## src/rtl/cpu_core_v2.sv

```systemverilog
// 6502-subset multi-cycle execution core with a mem_ready wait-state handshake.
// Optional feature: define ILLEGAL_TRAP_EN to halt on unsupported opcodes.
module cpu_core_v2 #(
   parameter int unsigned ADDR_WIDTH = 16,
   parameter logic [15:0] RESET_PC   = 16'h0000
) (
   input  logic                  clk,
   input  logic                  reset,
   input  logic [7:0]            din,
   input  logic                  mem_ready,
   output logic [ADDR_WIDTH-1:0] addr,
   output logic                  sync,
   output logic [7:0]            a_out,
   output logic [7:0]            x_out,
   output logic [7:0]            y_out,
   output logic [7:0]            p_out,
   output logic [15:0]           pc_out,
   output logic [7:0]            opcode_out,
   output logic                  illegal
);

   typedef enum logic [2:0] {
      StFetch, StOp1, StOp2, StIdx, StFix, StExec, StHalt
   } state_e;

   typedef enum logic [2:0] {
      MImp, MImm, MZp, MZpx, MAbs, MAbsx
   } mode_e;

   typedef enum logic [4:0] {
      OpNop, OpLda, OpLdx, OpLdy, OpTax, OpTxa, OpTay, OpTya, OpInx, OpDex,
      OpIny, OpDey, OpAdc, OpSbc, OpAnd, OpOra, OpEor, OpSec, OpClc
   } op_e;

   typedef struct packed {
      logic  legal;
      mode_e mode;
      op_e   op;
   } dec_t;

   function automatic dec_t decode(input logic [7:0] opc);
      dec_t d;
      d.legal = 1'b1;
      d.mode  = MImp;
      d.op    = OpNop;
      case (opc)
         8'hA9: begin d.mode = MImm;  d.op = OpLda; end
         8'hA5: begin d.mode = MZp;   d.op = OpLda; end
         8'hB5: begin d.mode = MZpx;  d.op = OpLda; end
         8'hAD: begin d.mode = MAbs;  d.op = OpLda; end
         8'hBD: begin d.mode = MAbsx; d.op = OpLda; end
         8'hA2: begin d.mode = MImm;  d.op = OpLdx; end
         8'hA0: begin d.mode = MImm;  d.op = OpLdy; end
         8'hAA: d.op = OpTax;
         8'h8A: d.op = OpTxa;
         8'hA8: d.op = OpTay;
         8'h98: d.op = OpTya;
         8'hE8: d.op = OpInx;
         8'hCA: d.op = OpDex;
         8'hC8: d.op = OpIny;
         8'h88: d.op = OpDey;
         8'h69: begin d.mode = MImm;  d.op = OpAdc; end
         8'hE9: begin d.mode = MImm;  d.op = OpSbc; end
         8'h29: begin d.mode = MImm;  d.op = OpAnd; end
         8'h09: begin d.mode = MImm;  d.op = OpOra; end
         8'h49: begin d.mode = MImm;  d.op = OpEor; end
         8'h38: d.op = OpSec;
         8'h18: d.op = OpClc;
         8'hEA: d.op = OpNop;
         default: d.legal = 1'b0;
      endcase
      return d;
   endfunction

   state_e      state_q, state_d;
   mode_e       mode_q, mode_d;
   op_e         op_q, op_d;
   logic [15:0] pc_q, pc_d;
   logic [15:0] ea_q, ea_d;
   logic [7:0]  lo_q, lo_d;
   logic [7:0]  opcode_q, opcode_d;
   logic [7:0]  a_q, a_d, x_q, x_d, y_q, y_d;
   logic        n_q, n_d, v_q, v_d, z_q, z_d, c_q, c_d;
   logic [15:0] addr_int;
   dec_t        dec;
   logic [8:0]  lo_sum;
   logic [8:0]  sum9;
   logic [7:0]  mm;
   logic [7:0]  res;
   logic        set_nz;

`ifdef ILLEGAL_TRAP_EN
   logic illegal_q, illegal_d;
   assign illegal = illegal_q;
`else
   assign illegal = 1'b0;
`endif

   always_ff @(posedge clk) begin
      if (reset) begin
         state_q  <= StFetch;
         mode_q   <= MImp;
         op_q     <= OpNop;
         pc_q     <= RESET_PC;
         ea_q     <= 16'h0000;
         lo_q     <= 8'h00;
         opcode_q <= 8'h00;
         a_q      <= 8'h00;
         x_q      <= 8'h00;
         y_q      <= 8'h00;
         n_q      <= 1'b0;
         v_q      <= 1'b0;
         z_q      <= 1'b0;
         c_q      <= 1'b0;
`ifdef ILLEGAL_TRAP_EN
         illegal_q <= 1'b0;
`endif
      end else begin
         state_q  <= state_d;
         mode_q   <= mode_d;
         op_q     <= op_d;
         pc_q     <= pc_d;
         ea_q     <= ea_d;
         lo_q     <= lo_d;
         opcode_q <= opcode_d;
         a_q      <= a_d;
         x_q      <= x_d;
         y_q      <= y_d;
         n_q      <= n_d;
         v_q      <= v_d;
         z_q      <= z_d;
         c_q      <= c_d;
`ifdef ILLEGAL_TRAP_EN
         illegal_q <= illegal_d;
`endif
      end
   end

   // Bus address is a pure function of architectural/sequencer state, so it holds during waits.
   always_comb begin
      addr_int = pc_q;
      unique case (state_q)
         StIdx:   addr_int = {8'h00, lo_q};
         StFix:   addr_int = {ea_q[15:8] - 8'd1, ea_q[7:0]};
         StExec:  addr_int = (mode_q == MImp || mode_q == MImm) ? pc_q : ea_q;
         default: addr_int = pc_q;
      endcase
   end

   always_comb begin
      state_d  = state_q;
      mode_d   = mode_q;
      op_d     = op_q;
      pc_d     = pc_q;
      ea_d     = ea_q;
      lo_d     = lo_q;
      opcode_d = opcode_q;
      a_d      = a_q;
      x_d      = x_q;
      y_d      = y_q;
      n_d      = n_q;
      v_d      = v_q;
      z_d      = z_q;
      c_d      = c_q;
`ifdef ILLEGAL_TRAP_EN
      illegal_d = illegal_q;
`endif
      dec    = decode(din);
      lo_sum = {1'b0, lo_q} + {1'b0, x_q};
      mm     = (op_q == OpSbc) ? ~din : din;
      sum9   = {1'b0, a_q} + {1'b0, mm} + {8'h00, c_q};
      res    = 8'h00;
      set_nz = 1'b0;

      if (mem_ready) begin
         unique case (state_q)
            StFetch: begin
               opcode_d = din;
               pc_d     = pc_q + 16'd1;
               mode_d   = dec.mode;
               op_d     = dec.op;
               if (!dec.legal) begin
`ifdef ILLEGAL_TRAP_EN
                  state_d   = StHalt;
                  illegal_d = 1'b1;
`else
                  state_d = StExec;
`endif
               end else if (dec.mode == MImp || dec.mode == MImm) begin
                  state_d = StExec;
               end else begin
                  state_d = StOp1;
               end
            end
            StOp1: begin
               lo_d = din;
               pc_d = pc_q + 16'd1;
               ea_d = {8'h00, din};
               if (mode_q == MZp)       state_d = StExec;
               else if (mode_q == MZpx) state_d = StIdx;
               else                     state_d = StOp2;
            end
            StOp2: begin
               pc_d = pc_q + 16'd1;
               if (mode_q == MAbsx) begin
                  ea_d    = {din, lo_q} + {8'h00, x_q};
                  state_d = lo_sum[8] ? StFix : StExec;
               end else begin
                  ea_d    = {din, lo_q};
                  state_d = StExec;
               end
            end
            StIdx: begin
               ea_d    = {8'h00, lo_sum[7:0]};
               state_d = StExec;
            end
            StFix: state_d = StExec;
            StExec: begin
               state_d = StFetch;
               if (mode_q == MImm) pc_d = pc_q + 16'd1;
               unique case (op_q)
                  OpLda: begin res = din;          a_d = res; set_nz = 1'b1; end
                  OpLdx: begin res = din;          x_d = res; set_nz = 1'b1; end
                  OpLdy: begin res = din;          y_d = res; set_nz = 1'b1; end
                  OpTax: begin res = a_q;          x_d = res; set_nz = 1'b1; end
                  OpTxa: begin res = x_q;          a_d = res; set_nz = 1'b1; end
                  OpTay: begin res = a_q;          y_d = res; set_nz = 1'b1; end
                  OpTya: begin res = y_q;          a_d = res; set_nz = 1'b1; end
                  OpInx: begin res = x_q + 8'd1;   x_d = res; set_nz = 1'b1; end
                  OpDex: begin res = x_q - 8'd1;   x_d = res; set_nz = 1'b1; end
                  OpIny: begin res = y_q + 8'd1;   y_d = res; set_nz = 1'b1; end
                  OpDey: begin res = y_q - 8'd1;   y_d = res; set_nz = 1'b1; end
                  OpAnd: begin res = a_q & din;    a_d = res; set_nz = 1'b1; end
                  OpOra: begin res = a_q | din;    a_d = res; set_nz = 1'b1; end
                  OpEor: begin res = a_q ^ din;    a_d = res; set_nz = 1'b1; end
                  OpAdc, OpSbc: begin
                     // SBC reuses the adder with the operand inverted; carry out means no borrow.
                     res    = sum9[7:0];
                     a_d    = res;
                     c_d    = sum9[8];
                     v_d    = (a_q[7] == mm[7]) && (res[7] != a_q[7]);
                     set_nz = 1'b1;
                  end
                  OpSec:   c_d = 1'b1;
                  OpClc:   c_d = 1'b0;
                  default: ;
               endcase
               if (set_nz) begin
                  n_d = res[7];
                  z_d = (res == 8'h00);
               end
            end
            StHalt:  state_d = StHalt;
            default: state_d = StFetch;
         endcase
      end
   end

   assign addr       = ADDR_WIDTH'(addr_int);
   assign sync       = (state_q == StFetch);
   assign a_out      = a_q;
   assign x_out      = x_q;
   assign y_out      = y_q;
   assign p_out      = {n_q, v_q, 2'b11, 2'b00, z_q, c_q};
   assign pc_out     = pc_q;
   assign opcode_out = opcode_q;

endmodule

```

## config.mk

```make
export PLATFORM = sky130hd
export DESIGN_NAME = cpu_core_v2
export DESIGN_NICKNAME = d
export VERILOG_FILES = /design/src/rtl/cpu_core_v2.sv
export SDC_FILE = /design/constraint.sdc
export NUM_CORES = 1
export LEC_CHECK = 0
export BUFFER_PORTS_ARGS = -buffer_cell sky130_fd_sc_hd__buf_2
export CAP_MARGIN = 40
export CORE_UTILIZATION = 60
export CTS_CLUSTER_SIZE = 40
export DETAILED_ROUTE_END_ITERATION = 8
export PLACE_DENSITY_LB_ADDON = 0.15
export SETUP_SLACK_MARGIN = 0.1
export SLEW_MARGIN = 25
export SYNTH_ARGS = -nofsm -noshare
export SYNTH_HDL_FRONTEND = slang
export SYNTH_SLANG_ARGS = --single-unit
```

## constraint.sdc

```tcl
create_clock -name clk -period 4.55 [get_ports clk]
set_clock_uncertainty 0.1 [all_clocks]
set_input_delay 0.2275 -clock clk [delete_from_list [all_inputs] [get_ports clk]]
set_output_delay 0.2275 -clock clk [all_outputs]
set_load 0.02 [all_outputs]
```

Word-level counts from Yosys, hierarchy flattened
Index checks and enable logic that the tools add are counted.
{ "op_classes": {"n_addsub": 10, "eq_ne": 55, "n_mux": 27, "bitwise_logic": 4, "reduce_logical": 32} }
{ "op_table": {"columns": ["operator", "n"], "rows": [
  ["8-bit equality test, second input constant", 17],
  ["16-bit one-hot mux with 3 select lines", 2],
  ["8-bit one-hot mux with 12 select lines", 1],
  ["5-bit one-hot mux with 18 select lines", 1],
  ["8-bit one-hot mux with 4 select lines", 2],
  ["8-bit one-hot mux with 7 select lines", 1],
  ["16-bit 2-to-1 mux", 3],
  ["5-bit by 4-bit equality test with 1-bit output, second input constant", 8],
  ["16-bit one-hot mux with 2 select lines", 1],
  ["3-bit one-hot mux with 5 select lines", 2],
  ["8-bit 2-to-1 mux", 3],
  ["8-bit by 1-bit subtractor with 8-bit output, second input constant", 3],
  ["23-bit OR reduction", 1],
  ["3-bit AND reduction", 7],
  ["5-bit by 3-bit equality test with 1-bit output, second input constant", 4],
  ["8-bit by 8-bit adder with 9-bit output", 2],
  ["16-bit by 1-bit adder with 16-bit output, second input constant", 1],
  ["16-bit by 8-bit adder with 16-bit output", 1],
  ["8-bit by 1-bit adder with 8-bit output, second input constant", 2],
  ["8-bit by 6-bit equality test with 1-bit output, second input constant", 2],
  ["8-bit by 7-bit equality test with 1-bit output, second input constant", 2],
  ["16-bit OR reduction", 1],
  ["5-bit equality test, second input constant", 3],
  ["3-bit by 2-bit equality test with 1-bit output, second input constant", 4],
  ["30 further kinds", 54]
]} }
{ "totals": {"regBits": 87, "output_inout_bits": 74, "elab_cells": 142} }

Depth between registers and ports, before layout
Gate-level depths: netlist (run 1).
{ "depth": {"word_depth": 8, "depth_mapped": 17} }

Least setup slack after synthesis (run 1)
No wires, ideal clock.
{ "synth_path": {"path_kind": "register -> register", "from": "register op_q[2]", "to": "register z_q", "setup_ns": 0.084, "arrival_ns": 3.425, "t_required_ns": 4.366, "path_slack_ns": 0.941, "stages_incl_launch_ff": 17, "n_path_buf": 3, "synth_period_minus_slack_ns": 3.609, "path_cell_list": "dfxtp_1 > buf_6 > buf_2 > nand2_1 > or3_1 > clkbuf_1 > xnor2_1 > fa_1 > inv_1 > fa_1 > xor2_1 > a22o_1 > a2111oi_1 > nand2_1 > nor4_1 > nand2_1 > o31ai_2"} }
{ "synth_between": {"elab_chain_len": 8} }
{ "synth_rtl": {"columns": ["item", "line", "text"], "rows": [
  ["from (decl)", "77", "op_e op_q, op_d;"],
  ["from (signal assigned)", "103", "op_q <= OpNop;"],
  ["from (signal assigned)", "121", "op_q <= op_d;"],
  ["5-bit by 4-bit equality test with 1-bit output", "170, 221", null],
  ["8-bit 2-to-1 mux", "170", "mm = (op_q == OpSbc) ? ~din : din;"],
  ["8-bit by 8-bit adder with 9-bit output", "171", "sum9 = {1'b0, a_q} + {1'b0, mm} + {8'h00, c_q};"],
  ["9-bit by 1-bit adder with 9-bit output", "171", null],
  ["8-bit one-hot mux with 12 select lines", "221", "unique case (op_q)"],
  ["8-bit 2-to-1 mux", "176", "unique case (state_q)"],
  ["8-bit 2-to-1 mux", "175", "if (mem_ready) begin"],
  ["8-bit zero test", "250", "z_d = (res == 8'h00);"],
  ["to (signal assigned)", "131", "z_q <= z_d;"],
  ["to (decl)", "83", "logic n_q, n_d, v_q, v_d, z_q, z_d, c_q, c_d;"]
]} }
Parallel ways exist; a longest one is shown, timed or not. The select of a mux whose other input is x is not followed.
A chain may end at the register's enable or synchronous reset.

Final worst setup path (run 1)
{ "layout_path": {"from": "register op_q[3]", "to": "register z_q"} }
The elaborated chain is that of the path after synthesis.

==> impl_metrics.json, run 1 <==
{
  "start_util_pct": 62.88,
  "grt_overflow_total": 0,
  "rsz0062_at_grt": "false",
  "avgRoutedWirePerCell_um": 19.49,
  "slew_headroom_pct": 40.70,
  "vias": 7449,
  "slew_violations": 0,
  "firstDrtPassIters": 6,
  "ys_types": 76,
  "layout-drive-gt1-share_pct": 13.17,
  "ctsResizeCount": 0,
  "cts-buffers-inserted": 9,
  "tritoncts": "yes",
  "dpl_cell_area_mm2": 0.007284,
  "die-area_mm2": 0.01204,
  "ant_nets": 0,
  "fin_nets": 1033,
  "core_mm2": 0.01108,
  "p_leak_nw": 3.089,
  "boundaryPins": 85,
  "place_hpwl_um": 15540,
  "min_path_type": "in -> reg",
  "synth_seq_cells": 87,
  "die_h_um": 109.7,
  "synthCells": 939,
  "criticalPathCategory": "reg -> reg",
  "grt_use_total_pct": 37.15,
  "holdBufCountCts": 0,
  "first_global_vias": 6256,
  "area_growth_pct": 8.838,
  "clock_path_buffers": 2,
  "p_per_area_mw_per_mm2": 242.2,
  "antenna_cells": 0,
  "drt-total-wl_um": 21970,
  "synth_area_leader_cell": "dfxtp_1",
  "drv_cap": 0,
  "grt_max_degree": 44,
  "stdcell_area_mm2": 0.007581,
  "max_freq_ghz": 0.2583,
  "port_buffers": 79,
  "globalplace.congestion": 0.9776,
  "finalSetupTns_ns": 0,
  "final_common_cell": "nand2_1",
  "setup_viol": 0,
  "mappedNetlistArea_mm2": 0.006965,
  "critPathMaxFanout": 18,
  "layout_common_cells": "nand2_1, nor2_1, dfxtp_1",
  "arrival_ns": 4.05,
  "synth.avg_cell_area_um2": 7.418,
  "clock_latency_ns": 0.36,
  "required_ns": 4.72,
  "cts-htree-levels": 3,
  "outcome": "completed",
  "max-vdd-ir-drop_mv": 0.2358,
  "antenna_found_initial": 0,
  "yosysSeqAreaShare_pct": 25.00,
  "cts.sinks": 87,
  "fillers": 1013,
  "ys_warn_count": 0,
  "cts_root_buf": "clkbuf_16",
  "synth_area_leaders": "dfxtp_1, nand2_1, ha_1",
  "worstSetupEndpointType": "flip-flop",
  "synth_top_area_share_pct": 25.00,
  "synth_edf_count": 0,
  "synthArstFlopShare_pct": 0,
  "num_rows": 38,
  "vias_per_cell": 6.610,
  "drt_iter0_markers": 911,
  "grt_pass1_wl_um": 33780,
  "fin_crit_sh_pct": 85.10,
  "min_period_ns": 3.872,
  "cts_setup_buffers": 0,
  "tightestPinTransition_ns": 0.8827,
  "clkTransAtPathRegs_ns": 0.07,
  "drc": 0,
  "die_x_um": 109.7,
  "synth_flop_cell": "dfxtp_1",
  "startpoint_type": "flip-flop",
  "hold_viol": 0
}
-- final timing paths --
kind | cells after the start | startpoint | to | slack, ns
min | 2 | mem_ready | state_q[2] | 0.13
min reg2reg | 2 | ea_q[5] | ea_q[5] | 0.36
max | 13 | op_q[3] | z_q | 0.68
max reg2reg | 13 | op_q[3] | z_q | 0.68
-- state kept, by name, summed over array words and instances, names as in the netlist, 5 cells and up --
| name | cells |
|---|---|
| op_q | 5 |
| x_out | 8 |
| y_out | 8 |
| opcode_out | 8 |
| pc_out | 16 |
| a_out | 8 |
| ea_q | 16 |
| lo_q | 8 |
-- cell usage after synthesis, drive strengths merged, types with 12 or more instances --
cell	instances
clkbuf	42
ha	37
a21oi	64
buf	27
or3	12
a311oi	17
nor3	36
xor2	19
a221oi	13
o21ai	47
nor2	108
nand2	130
inv	32
dfxtp	87
a211oi	15
a22oi	27
nand3	22
xnor2	25
-- per-stage QoR --
stage	setup slack, ns	hold slack, ns	total power [mW]	utilization (%)	cells
after global routing	0.4925	0.1516	1.893	68.43	1127
final	0.6779	0.1341	1.836	68.43	1127
after detailed placement	0.6947	0.3462	1.109	65.76	1110
after floorplan	0.9406	0.3107	1.036	-	942
after global placement	0.7289	0.3432	1.106	65.55	1106
after CTS	0.7184	0.1164	1.832	68.36	1126
-- power by group --
group / internal, mW / switching, mW
clock network: 0.383 / 0.351
registers: 0.779 / 0.0251
logic: 0.0948 / 0.203
total: 1.26 / 0.579
-- cells by family after synthesis --
group | after synthesis | share of synthesized area (%)
other cells | 2 | 0.1078
simple gates | 385 | 25.96
buf+inv | 102 | 7.473
flops | 87 | 25.00
mux | 12 | 1.778
xor+xnor | 44 | 5.533
compound gates | 267 | 26.64
fa+ha+maj | 40 | 7.509
-- critical path, stage by stage, from the launching register on --
cell and delay (ns):
dfxtp_1 0.64, nand2_1 0.13, or3_1 0.43, xnor2_1 0.20, fa_1 0.24, inv_1 0.06, fa_1 0.43, xor2_1 0.19
a22o_1 0.18, a2111oi_1 0.46, nand2_1 0.10, nor4_1 0.29, nand2_1 0.16, o31ai_2 0.18
-- metal layers --
layer | share of wire [%] | wire length, µm | vias to the layer above | global-route usage [%]
met2 | 42 | 9334 | 429 | 53.10
met3 | 11 | 2392 | 39 | 8.239
li1 | - | - | 3496 | -
met1 | 45 | 9792 | 3485 | 54.52
met5 | 0 | 0 | - | 0
met4 | 2.0 | 447 | 0 | 12.10
-- cell type report --
| class | instances | area, µm² | share of cell area (%) |
|---|---|---|---|
| tap | 140 | 175.2 | 2.311 |
| clock buffer | 9 | 225.2 | 2.971 |
| clock inverter | 7 | 63.81 | 0.8417 |
| sequential | 87 | 1742 | 22.97 |
| timing repair buffer | 98 | 530.5 | 6.998 |
| inverter | 33 | 123.9 | 1.634 |
| multi-input combinational | 753 | 4721 | 62.27 |
(Power assumes the default switching activity.)
==> run 2, diff against run 1 <==
--- a/config.mk
+++ b/config.mk
@@ -7,7 +7,7 @@
 export LEC_CHECK = 0
 export BUFFER_PORTS_ARGS = -buffer_cell sky130_fd_sc_hd__buf_2
 export CAP_MARGIN = 40
-export CORE_UTILIZATION = 60
+export CORE_UTILIZATION = 30
 export CTS_CLUSTER_SIZE = 40
 export DETAILED_ROUTE_END_ITERATION = 8
 export PLACE_DENSITY_LB_ADDON = 0.15
==> run 2 against run 1 <==
Sequential power hardly changed. Combinational power is 3% higher. Non-clock buffer count is 6 higher. Global-route usage is 16 points lower. Setup slack better by 0.082 ns. Clock power is 3.1% higher. Critical path depth stayed put. Routed wire length is 13% higher. Critical endpoint unchanged. Highest routed layer unchanged.
==> impl_metrics.json, run 2 (synthesis gave the netlist of run 1 again) <==
{
  "outcome": "completed",
  "layout-drive-gt1-share_pct": 13.70,
  "r2r_cells": 13,
  "slew_headroom_pct": 46.72,
  "final_common_cell": "nand2_1",
  "boundaryPins": 85,
  "slew_violations": 0,
  "port_buffers": 79,
  "fin_crit_sh_pct": 83.30,
  "p_leak_nw": 3.125,
  "startpoint_type": "flip-flop",
  "grt_max_degree": 38,
  "num_rows": 55,
  "ctsResizeCount": 0,
  "clock_latency_ns": 0.36,
  "globalplace.congestion": 0.9189,
  "holdBufCountCts": 0,
  "holdPathStages": 2,
  "drt_iter0_markers": 511,
  "path_cells": "nand2b_1 > or3_1 > xnor2_1 > fa_1 > inv_1 > fa_1 > xor2_1 > a22o_1 > a2111oi_1 > nand2_1 > nor4_1 > nand2_1 > o31ai_2",
  "drv_cap": 0,
  "seqCellArea_mm2": 0.001742,
  "path_buf_inv": 1,
  "drt-total-wl_um": 24720,
  "drc": 0,
  "firstDrtPassIters": 5,
  "fin_nets": 1039,
  "required_ns": 4.73,
  "grt_pass1_wl_um": 39030,
  "max_freq_ghz": 0.2638,
  "fillers": 2466,
  "critPathMaxFanout": 8,
  "max-vdd-ir-drop_mv": 0.1669,
  "hold_viol": 0,
  "cts_root_buf": "clkbuf_16",
  "total_power_mw": 1.866,
  "crit_family": "simple AND/OR/NAND/NOR gates",
  "cts-buffers-inserted": 9,
  "area_growth_pct": 12.07,
  "core_mm2": 0.02271,
  "criticalPathCategory": "reg -> reg",
  "layout_common_cells": "nand2_1, nor2_1, dfxtp_1",
  "ant_nets": 0,
  "multi_input_area_mm2": 0.004721,
  "cts.sinks": 87,
  "vias_per_cell": 5.657,
  "vias": 7235,
  "antenna_found_initial": 1,
  "clock_path_buffers": 2,
  "worstSetupEndpointType": "flip-flop",
  "tritoncts": "yes",
  "rsz0062_at_grt": "false",
  "path_depth": 13,
  "die-area_mm2": 0.02383,
  "min_period_ns": 3.790,
  "die_x_um": 154.4,
  "clkTransAtPathRegs_ns": 0.07,
  "p_per_area_mw_per_mm2": 239.0,
  "min_path_type": "in -> reg",
  "finalSetupTns_ns": 0,
  "cts-htree-levels": 3,
  "cts_setup_buffers": 0,
  "place_hpwl_um": 17870,
  "first_global_vias": 6719,
  "cpPeakStageDelay_ns": 0.55,
  "avgRoutedWirePerCell_um": 19.32,
  "die_h_um": 154.4,
  "tightestPinTransition_ns": 0.7963,
  "setup_viol": 0,
  "start_util_pct": 30.67,
  "grt_use_total_pct": 21.02,
  "grt_overflow_total": 0,
  "arrival_ns": 3.97,
  "cp_slowest_cell": "or3_1"
}
==> run 2: changes by cell type in the layout (fill, tap and decap cells not counted), sizes merged <==
cell | before | now
clkinvlp | 2 | 1
diode | 0 | 1
buf | 97 | 104
inv | 36 | 35
clkinv | 2 | 3
==> run 2: worst paths after layout <==
kind / start / end / slack (ns)
setup / recovery: op_q[4] / z_q / 0.76
hold / removal: mem_ready / state_q[2] / 0.12
setup reg to reg: op_q[4] / z_q / 0.76
hold reg to reg: ea_q[4] / ea_q[4] / 0.36
==> run 2: power by group <==
group          total, mW  switching, mW  leakage [nW]  internal, mW
registers          0.802         0.0225         0.704         0.779
clock network      0.757          0.363         0.140         0.394
logic              0.307          0.210          2.28        0.0972
total               1.87          0.596          3.12          1.27
==> run 2: area by class of cell <==
type                            instances  share of cell area [%]
Multi-Input combinational cell        753                   60.47
Sequential cell                        87                   22.31
Timing Repair Buffer                  104                   7.309
Tap cell                              285                   4.568
Clock buffer                           10                   3.061
Inverter                               33                   1.587
Clock inverter                          6                  0.6572
Antenna cell                            1                 0.03206
==> run 2: layer usage <==
layer  vias up  GRT usage, %  wire length, µm
met3        35         3.306             1498
li1       3526             -                -
met5         -             0                0
met1      3447         30.12            11980
met4         0         6.931              458
met2       227         31.90            10780
==> run 2: stage by stage <==
stage / cell area, µm² / util, % / hold WS [ns] / cells / setup WS [ns]
after global placement: 7466 / 32.88 / 0.3448 / 1254 / 0.9135
after global routing: 7804 / 34.36 / 0.1452 / 1278 / 0.4532
final: 7806 / 34.37 / 0.1157 / 1279 / 0.7599
after floorplan: 6977 / - / 0.3107 / 942 / 0.9406
after CTS: 7784 / 34.28 / 0.1025 / 1275 / 0.7906
after detailed placement: 7493 / 33.00 / 0.3465 / 1259 / 0.7992
